File: src/rtl/alu_issue.sv
// alu_issue: RV32I ID->EX issue stage (decode, forwarding, load-use interlock, ID/EX register).
// Define ALU_ISSUE_CLEAN_BUBBLE_EN to zero the ALU payload on every bubble.
module alu_issue #(
    parameter logic [31:0] RESET_PC = 32'h0000_0000
) (
    input  logic        clk,
    input  logic        rst_n,
    input  logic        id_valid,
    output logic        id_ready,
    input  logic [31:0] id_instr,
    input  logic [31:0] id_pc,
    input  logic [31:0] rf_rs1_data,
    input  logic [31:0] rf_rs2_data,
    input  logic [31:0] fwd_ex_data,
    input  logic        fwd_mem_wen,
    input  logic [4:0]  fwd_mem_rd,
    input  logic [31:0] fwd_mem_data,
    input  logic        ex_stall,
    input  logic        flush,
    output logic        ex_valid,
    output logic [3:0]  ex_alu_func,
    output logic [31:0] ex_alu_din_a,
    output logic [31:0] ex_alu_din_b,
    output logic [31:0] ex_rs2_fwd,
    output logic [4:0]  ex_rd,
    output logic        ex_rd_wen,
    output logic        ex_is_load,
    output logic [31:0] ex_pc,
    output logic        ex_illegal
);
    localparam logic [6:0] OPC_OP     = 7'b0110011;
    localparam logic [6:0] OPC_OPIMM  = 7'b0010011;
    localparam logic [6:0] OPC_LUI    = 7'b0110111;
    localparam logic [6:0] OPC_AUIPC  = 7'b0010111;
    localparam logic [6:0] OPC_JAL    = 7'b1101111;
    localparam logic [6:0] OPC_JALR   = 7'b1100111;
    localparam logic [6:0] OPC_LOAD   = 7'b0000011;
    localparam logic [6:0] OPC_STORE  = 7'b0100011;
    localparam logic [6:0] OPC_BRANCH = 7'b1100011;

    localparam logic [3:0] F_ADD  = 4'b0000;
    localparam logic [3:0] F_SUB  = 4'b1000;
    localparam logic [3:0] F_XOR  = 4'b0001;
    localparam logic [3:0] F_OR   = 4'b0010;
    localparam logic [3:0] F_AND  = 4'b0011;
    localparam logic [3:0] F_SLL  = 4'b0100;
    localparam logic [3:0] F_SRL  = 4'b0101;
    localparam logic [3:0] F_SRA  = 4'b1101;
    localparam logic [3:0] F_SLT  = 4'b1110;
    localparam logic [3:0] F_SLTU = 4'b1111;
    localparam logic [3:0] F_DINB = 4'b0111;

    logic        r_valid, r_rd_wen, r_is_load, r_illegal;
    logic [3:0]  r_func;
    logic [31:0] r_a, r_b, r_rs2_fwd, r_pc;
    logic [4:0]  r_rd;

    logic [6:0]  w_opc;
    logic [4:0]  w_rs1, w_rs2, w_rd;
    logic [31:0] w_imm_i, w_imm_s, w_imm_u, w_rs1_val, w_rs2_val, w_a, w_b;
    logic [3:0]  w_alu_op, w_func;
    logic        w_use_rs1, w_use_rs2, w_writes, w_illegal, w_hazard, w_ex_fwd, w_bubble;

    assign w_opc   = id_instr[6:0];
    assign w_rd    = id_instr[11:7];
    assign w_rs1   = id_instr[19:15];
    assign w_rs2   = id_instr[24:20];
    assign w_imm_i = {{20{id_instr[31]}}, id_instr[31:20]};
    assign w_imm_s = {{20{id_instr[31]}}, id_instr[31:25], id_instr[11:7]};
    assign w_imm_u = {id_instr[31:12], 12'h000};

    // A load in EX has no data yet, so only non-load results are forwarded from EX.
    assign w_ex_fwd  = r_valid && r_rd_wen && !r_is_load;
    assign w_rs1_val = (w_rs1 == 5'd0) ? 32'd0 :
                       (w_ex_fwd && r_rd == w_rs1) ? fwd_ex_data :
                       (fwd_mem_wen && fwd_mem_rd == w_rs1) ? fwd_mem_data : rf_rs1_data;
    assign w_rs2_val = (w_rs2 == 5'd0) ? 32'd0 :
                       (w_ex_fwd && r_rd == w_rs2) ? fwd_ex_data :
                       (fwd_mem_wen && fwd_mem_rd == w_rs2) ? fwd_mem_data : rf_rs2_data;

    always_comb begin
        case (id_instr[14:12])
            3'b000:  w_alu_op = (w_opc == OPC_OP && id_instr[30]) ? F_SUB : F_ADD;
            3'b001:  w_alu_op = F_SLL;
            3'b010:  w_alu_op = F_SLT;
            3'b011:  w_alu_op = F_SLTU;
            3'b100:  w_alu_op = F_XOR;
            3'b101:  w_alu_op = id_instr[30] ? F_SRA : F_SRL;
            3'b110:  w_alu_op = F_OR;
            default: w_alu_op = F_AND;
        endcase
    end

    always_comb begin
        w_func    = F_ADD;
        w_a       = w_rs1_val;
        w_b       = w_rs2_val;
        w_use_rs1 = 1'b0;
        w_use_rs2 = 1'b0;
        w_writes  = 1'b0;
        w_illegal = 1'b0;
        case (w_opc)
            OPC_OP: begin
                w_func    = w_alu_op;
                w_use_rs1 = 1'b1;
                w_use_rs2 = 1'b1;
                w_writes  = 1'b1;
            end
            OPC_OPIMM: begin
                // funct3 001/101 are the shifts: operand is the 5-bit shamt
                w_func    = w_alu_op;
                w_b       = (id_instr[13:12] == 2'b01) ? {27'd0, id_instr[24:20]} : w_imm_i;
                w_use_rs1 = 1'b1;
                w_writes  = 1'b1;
            end
            OPC_LUI: begin
                w_func   = F_DINB;
                w_b      = w_imm_u;
                w_writes = 1'b1;
            end
            OPC_AUIPC: begin
                w_a      = id_pc;
                w_b      = w_imm_u;
                w_writes = 1'b1;
            end
            OPC_JAL: begin
                w_a      = id_pc;
                w_b      = 32'd4;
                w_writes = 1'b1;
            end
            OPC_JALR: begin
                w_a       = id_pc;
                w_b       = 32'd4;
                w_use_rs1 = 1'b1;
                w_writes  = 1'b1;
            end
            OPC_LOAD: begin
                w_b       = w_imm_i;
                w_use_rs1 = 1'b1;
                w_writes  = 1'b1;
            end
            OPC_STORE: begin
                w_b       = w_imm_s;
                w_use_rs1 = 1'b1;
                w_use_rs2 = 1'b1;
            end
            OPC_BRANCH: begin
                w_func    = F_SUB;
                w_use_rs1 = 1'b1;
                w_use_rs2 = 1'b1;
            end
            default: w_illegal = 1'b1;
        endcase
    end

    assign w_hazard = id_valid && r_valid && r_is_load && (r_rd != 5'd0) &&
                      ((w_use_rs1 && w_rs1 == r_rd) || (w_use_rs2 && w_rs2 == r_rd));
    assign id_ready = !ex_stall && !w_hazard;
    assign w_bubble = flush || (!ex_stall && (w_hazard || !id_valid));

    always_ff @(posedge clk or negedge rst_n) begin
        if (!rst_n) begin
            r_valid   <= 1'b0;
            r_func    <= F_ADD;
            r_a       <= 32'd0;
            r_b       <= 32'd0;
            r_rs2_fwd <= 32'd0;
            r_rd      <= 5'd0;
            r_rd_wen  <= 1'b0;
            r_is_load <= 1'b0;
            r_pc      <= RESET_PC;
            r_illegal <= 1'b0;
        end else if (w_bubble) begin
            r_valid   <= 1'b0;
            r_rd_wen  <= 1'b0;
            r_is_load <= 1'b0;
`ifdef ALU_ISSUE_CLEAN_BUBBLE_EN
            r_func    <= F_ADD;
            r_a       <= 32'd0;
            r_b       <= 32'd0;
            r_rs2_fwd <= 32'd0;
            r_rd      <= 5'd0;
            r_illegal <= 1'b0;
`endif
        end else if (!ex_stall) begin
            r_valid   <= 1'b1;
            r_func    <= w_func;
            r_a       <= w_a;
            r_b       <= w_b;
            r_rs2_fwd <= w_rs2_val;
            r_rd      <= w_rd;
            r_rd_wen  <= w_writes && (w_rd != 5'd0);
            r_is_load <= (w_opc == OPC_LOAD);
            r_pc      <= id_pc;
            r_illegal <= w_illegal;
        end
    end

    assign ex_valid     = r_valid;
    assign ex_alu_func  = r_func;
    assign ex_alu_din_a = r_a;
    assign ex_alu_din_b = r_b;
    assign ex_rs2_fwd   = r_rs2_fwd;
    assign ex_rd        = r_rd;
    assign ex_rd_wen    = r_rd_wen;
    assign ex_is_load   = r_is_load;
    assign ex_pc        = r_pc;
    assign ex_illegal   = r_illegal;
endmodule

File: config.mk
export PLATFORM = sky130hd
export DESIGN_NAME = alu_issue
export DESIGN_NICKNAME = d
export VERILOG_FILES = /design/src/rtl/alu_issue.sv
export SDC_FILE = /design/constraint.sdc
export NUM_CORES = 1
export LEC_CHECK = 0
export BUFFER_PORTS_ARGS = -buffer_cell sky130_fd_sc_hd__buf_4
export CAP_MARGIN = 25
export CELL_PAD_IN_SITES_DETAIL_PLACEMENT = 1
export CELL_PAD_IN_SITES_GLOBAL_PLACEMENT = 1
export CORE_MARGIN = 10
export CORE_UTILIZATION = 35
export CTS_CLUSTER_SIZE = 24
export DETAILED_ROUTE_END_ITERATION = 16
export PLACE_DENSITY = 0.87
export REMOVE_ABC_BUFFERS = 1
export SLEW_MARGIN = 20
export SYNTH_ARGS = -nofsm -noshare
export SYNTH_HDL_FRONTEND = slang
export SYNTH_SLANG_ARGS = --single-unit
File: constraint.sdc
create_clock -name clk -period 2.3 [get_ports clk]
set_input_delay 0.23 -clock clk [delete_from_list [all_inputs] [get_ports clk]]
set_output_delay 0.23 -clock clk [all_outputs]
set_load 0.01 [all_outputs]
==> summary.md <==
| Metric | Value |
|---|---|
| Nets | `1386` |
| Critical path's slowest cell | `dfrtp_1` |
| Crit path time final | `2.354 ns` |
| Top cells by area, synth | `dfrtp_1 44%, mux2_2 8.1%, nand2_1 5.3%` |
| Actual slew at the worst max-slew pin | `1.035 ns` |
| Max clock buf depth | `2` |
| Postcts setup bufs | `0` |
| Largest stage delay on the critical path | `0.46 ns` |
| Hold slack | `0.04065 ns` |
| Post-route ant nets | `0` |
| Clk root buf | `clkbuf_16` |
| CTS H-Tree Depth | `4` |
| CP Capture Type | `flop` |
| Drt total wl | `39180 µm` |
| Max-cap violations | `0` |
| CTS buffer count | `17` |
| Leakage | `5.348 nW` |
| Max Fanout on Critical Path | `31` |
| Port bufs | `344` |
| Post-route cell area | `0.01163 mm²` |
| Run status | `finished, violations left` |
| Critical Path AT | `2.65 ns` |
| Placer congestion estimate | `0.8616` |
| Effective utilization at floorplan | `0.3528` |
| Die Ht | `170.6 µm` |
| Post-synth top cells | `141 x dfrtp_1, 113 x nand2_1, 67 x a21oi_1, 67 x nor2_1, 57 x mux2_2` |
| Dpl cell area | `0.01096 mm²` |
| Global-route wire length before repair | `58010 µm` |
| Io pins | `345` |
| Sequential share of the synthesized area | `0.4444` |
| Die area | `0.02911 mm²` |
| CP top delay family | `compound AO/OA/AOI/OAI gates` |
| Max rail drop VDD | `0.4940 mV` |
| Largest area contributor in the netlist | `dfrtp_1` |
| GRT Util Overall | `0.2607` |
| Synthesized area | `0.007940 mm²` |
| Top cell type's share of synthesized area | `0.4444` |
| Final WS setup | `-0.05433 ns` |
| Mapped Cells | `857` |
| Power Density | `732.3 mW/mm²` |
| Worst slew margin | `0.3080` |
| DIE WIDTH | `170.6 µm` |
| Vias in the first global route | `9440` |
| Final setup fails | `24` |
| Core Box Area | `0.02250 mm²` |
| 1st-pass router iterations | `5` |
| Final Cycle Share | `1.024` |
| Post-synth EDFFs | `0` |
| Antenna violations before repair | `0` |
| CP bufs+invs | `2` |
| Count leader, synth | `dfrtp_1` |
| Achievable frequency | `0.4248 GHz` |
| Startpoint class of the critical path | `flop` |
| CTS tree | `built` |
| Via Count | `8684` |
| Post-synthesis async set-or-reset flop share | `1.000` |
| Fin. max-slew vios | `0` |
| Req. time, crit path | `2.60 ns` |
| Post-Syn Area per Cell | `9.265 µm²` |
| Fraction of layout cells with a size suffix above 1 | `0.4201` |
| Endpoints failing hold | `0` |
| Pin count of the biggest net entering global routing | `65` |
| Num rows | `55` |
| WS Path Type | `flop to flop` |
| CTS clk-pin slew, worst paths | `0.07 ns` |
| DRC violations left | `0` |
| Ant diodes | `0` |
| Pre-CTS WS | `-0.03648 ns` |
| Clk_lat worst skew | `0.42 ns` |
| Clk sinks | `141` |
| Violated checks | `negative setup slack` |
| Hpwl dp | `29190 µm` |
| Routed length per instance | `26.47 µm` |
| Total global routing overflow | `0` |
| Fin Clk Skew | `0.01222 ns` |
| Area Overhead vs Synth | `46.53%` |
| HP Class | `primary input to flop` |
| #FFs+latches synth | `141` |
| Post-synth cell types | `47` |
| Synth Flop Type | `dfrtp_1` |
| DR iter-0 viols | `707` |
| CP cell instances | `xnor2_1, nand3_1, o22a_2, o21ai_4, buf_4, buf_12, mux2_2` |
| Ys Warns | `0` |
| Vias/cell | `5.868` |
cells in the final DEF (no fill, tap or decap), types with 12 or more instances in the layout:
cell / count
a31oi_1: 31
mux2_2: 57
a22o_1: 13
o31ai_1: 40
a311o_1: 32
o21ai_0: 43
xnor2_1: 12
nor2_1: 65
clkbuf_16: 17
dfrtp_1: 140
a21oi_1: 66
nand2_1: 113
a2bb2oi_1: 33
nand4_1: 33
nor3_1: 13
buf_4: 379
sequential cells by signal (all words and copies together), names as in the netlist, 4 cells and up:
signal	cells
ex_alu_din_a	32
ex_alu_din_b	32
ex_rd	5
ex_rs2_fwd	32
ex_pc	32
ex_alu_func	4
cell type report:
| type | count | area, µm² |
|---|---|---|
| fillers | 2587 | 10870 |
| repair buffers | 390 | 3045 |
| clock inverters | 13 | 141.4 |
| flip-flops and latches | 141 | 3530 |
| inverters | 3 | 11.26 |
| multi-input cells | 630 | 4111 |
| well taps | 285 | 356.6 |
| clock buffers | 18 | 439.2 |
worst paths after layout:
path | start | end | slack [ns] | cells after the start
max | ex_rd[4] | ex_pc[8] | -0.05 | 7
min | id_instr[5] | ex_is_load | 0.04 | 2
max reg2reg | ex_rd[4] | ex_pc[8] | -0.05 | 7
min reg2reg | ex_alu_din_b[23] | ex_alu_din_b[23] | 0.48 | 2
max in group asynchronous | rst_n | ex_alu_din_b[24] | 1.37 | 3
min in group asynchronous | rst_n | ex_pc[17] | 0.27 | 2
power by group:
part	total (mW)	internal (mW)	switching, mW
sequential	3.22	2.92	0.300
combinational	2.48	1.28	1.20
clock	2.82	1.63	1.20
through the flow:
step | std cells | power, mW | setup TNS [ns] | util
5_1_grt | 1480 | 8.897 | -1.903 | 0.5170
4_1_cts | 1479 | 8.561 | 0 | 0.5135
3_5_place_dp | 1447 | 5.714 | -0.09407 | 0.4871
3_3_place_gp | 1447 | 5.605 | 0 | 0.4871
6_report | 1480 | 8.520 | -0.6367 | 0.5170
2_1_floorplan | 774 | 4.148 | -511.92 | -
metal layers:
layer  GRT usage  routed length (µm)  up-vias
li1            -                   -     3823
met1      0.3083               15440     4331
met2      0.4320               18940      422
met3     0.06705                2898      108
met4      0.1266                1904        0
met5           0                   0        -
repair_timing:
action / in CTS / in global routing
pin swaps: 0 / 1
setup endpoints to repair: 9 / 65
hold buffers: 1 / 0
hold endpoints to repair: 31 / 0
gates resized for setup: 2 / 10
logic make-up after synthesis:
| group | count (synthesis) | share of synthesized area |
|---|---|---|
| compound gates | 289 | 0.2487 |
| simple gates | 262 | 0.1500 |
| flops | 141 | 0.4444 |
| buf+inv | 86 | 0.05153 |
| mux | 59 | 0.08336 |
| xor+xnor | 20 | 0.02206 |
No activity file was read; power rests on OpenSTA's default activity.
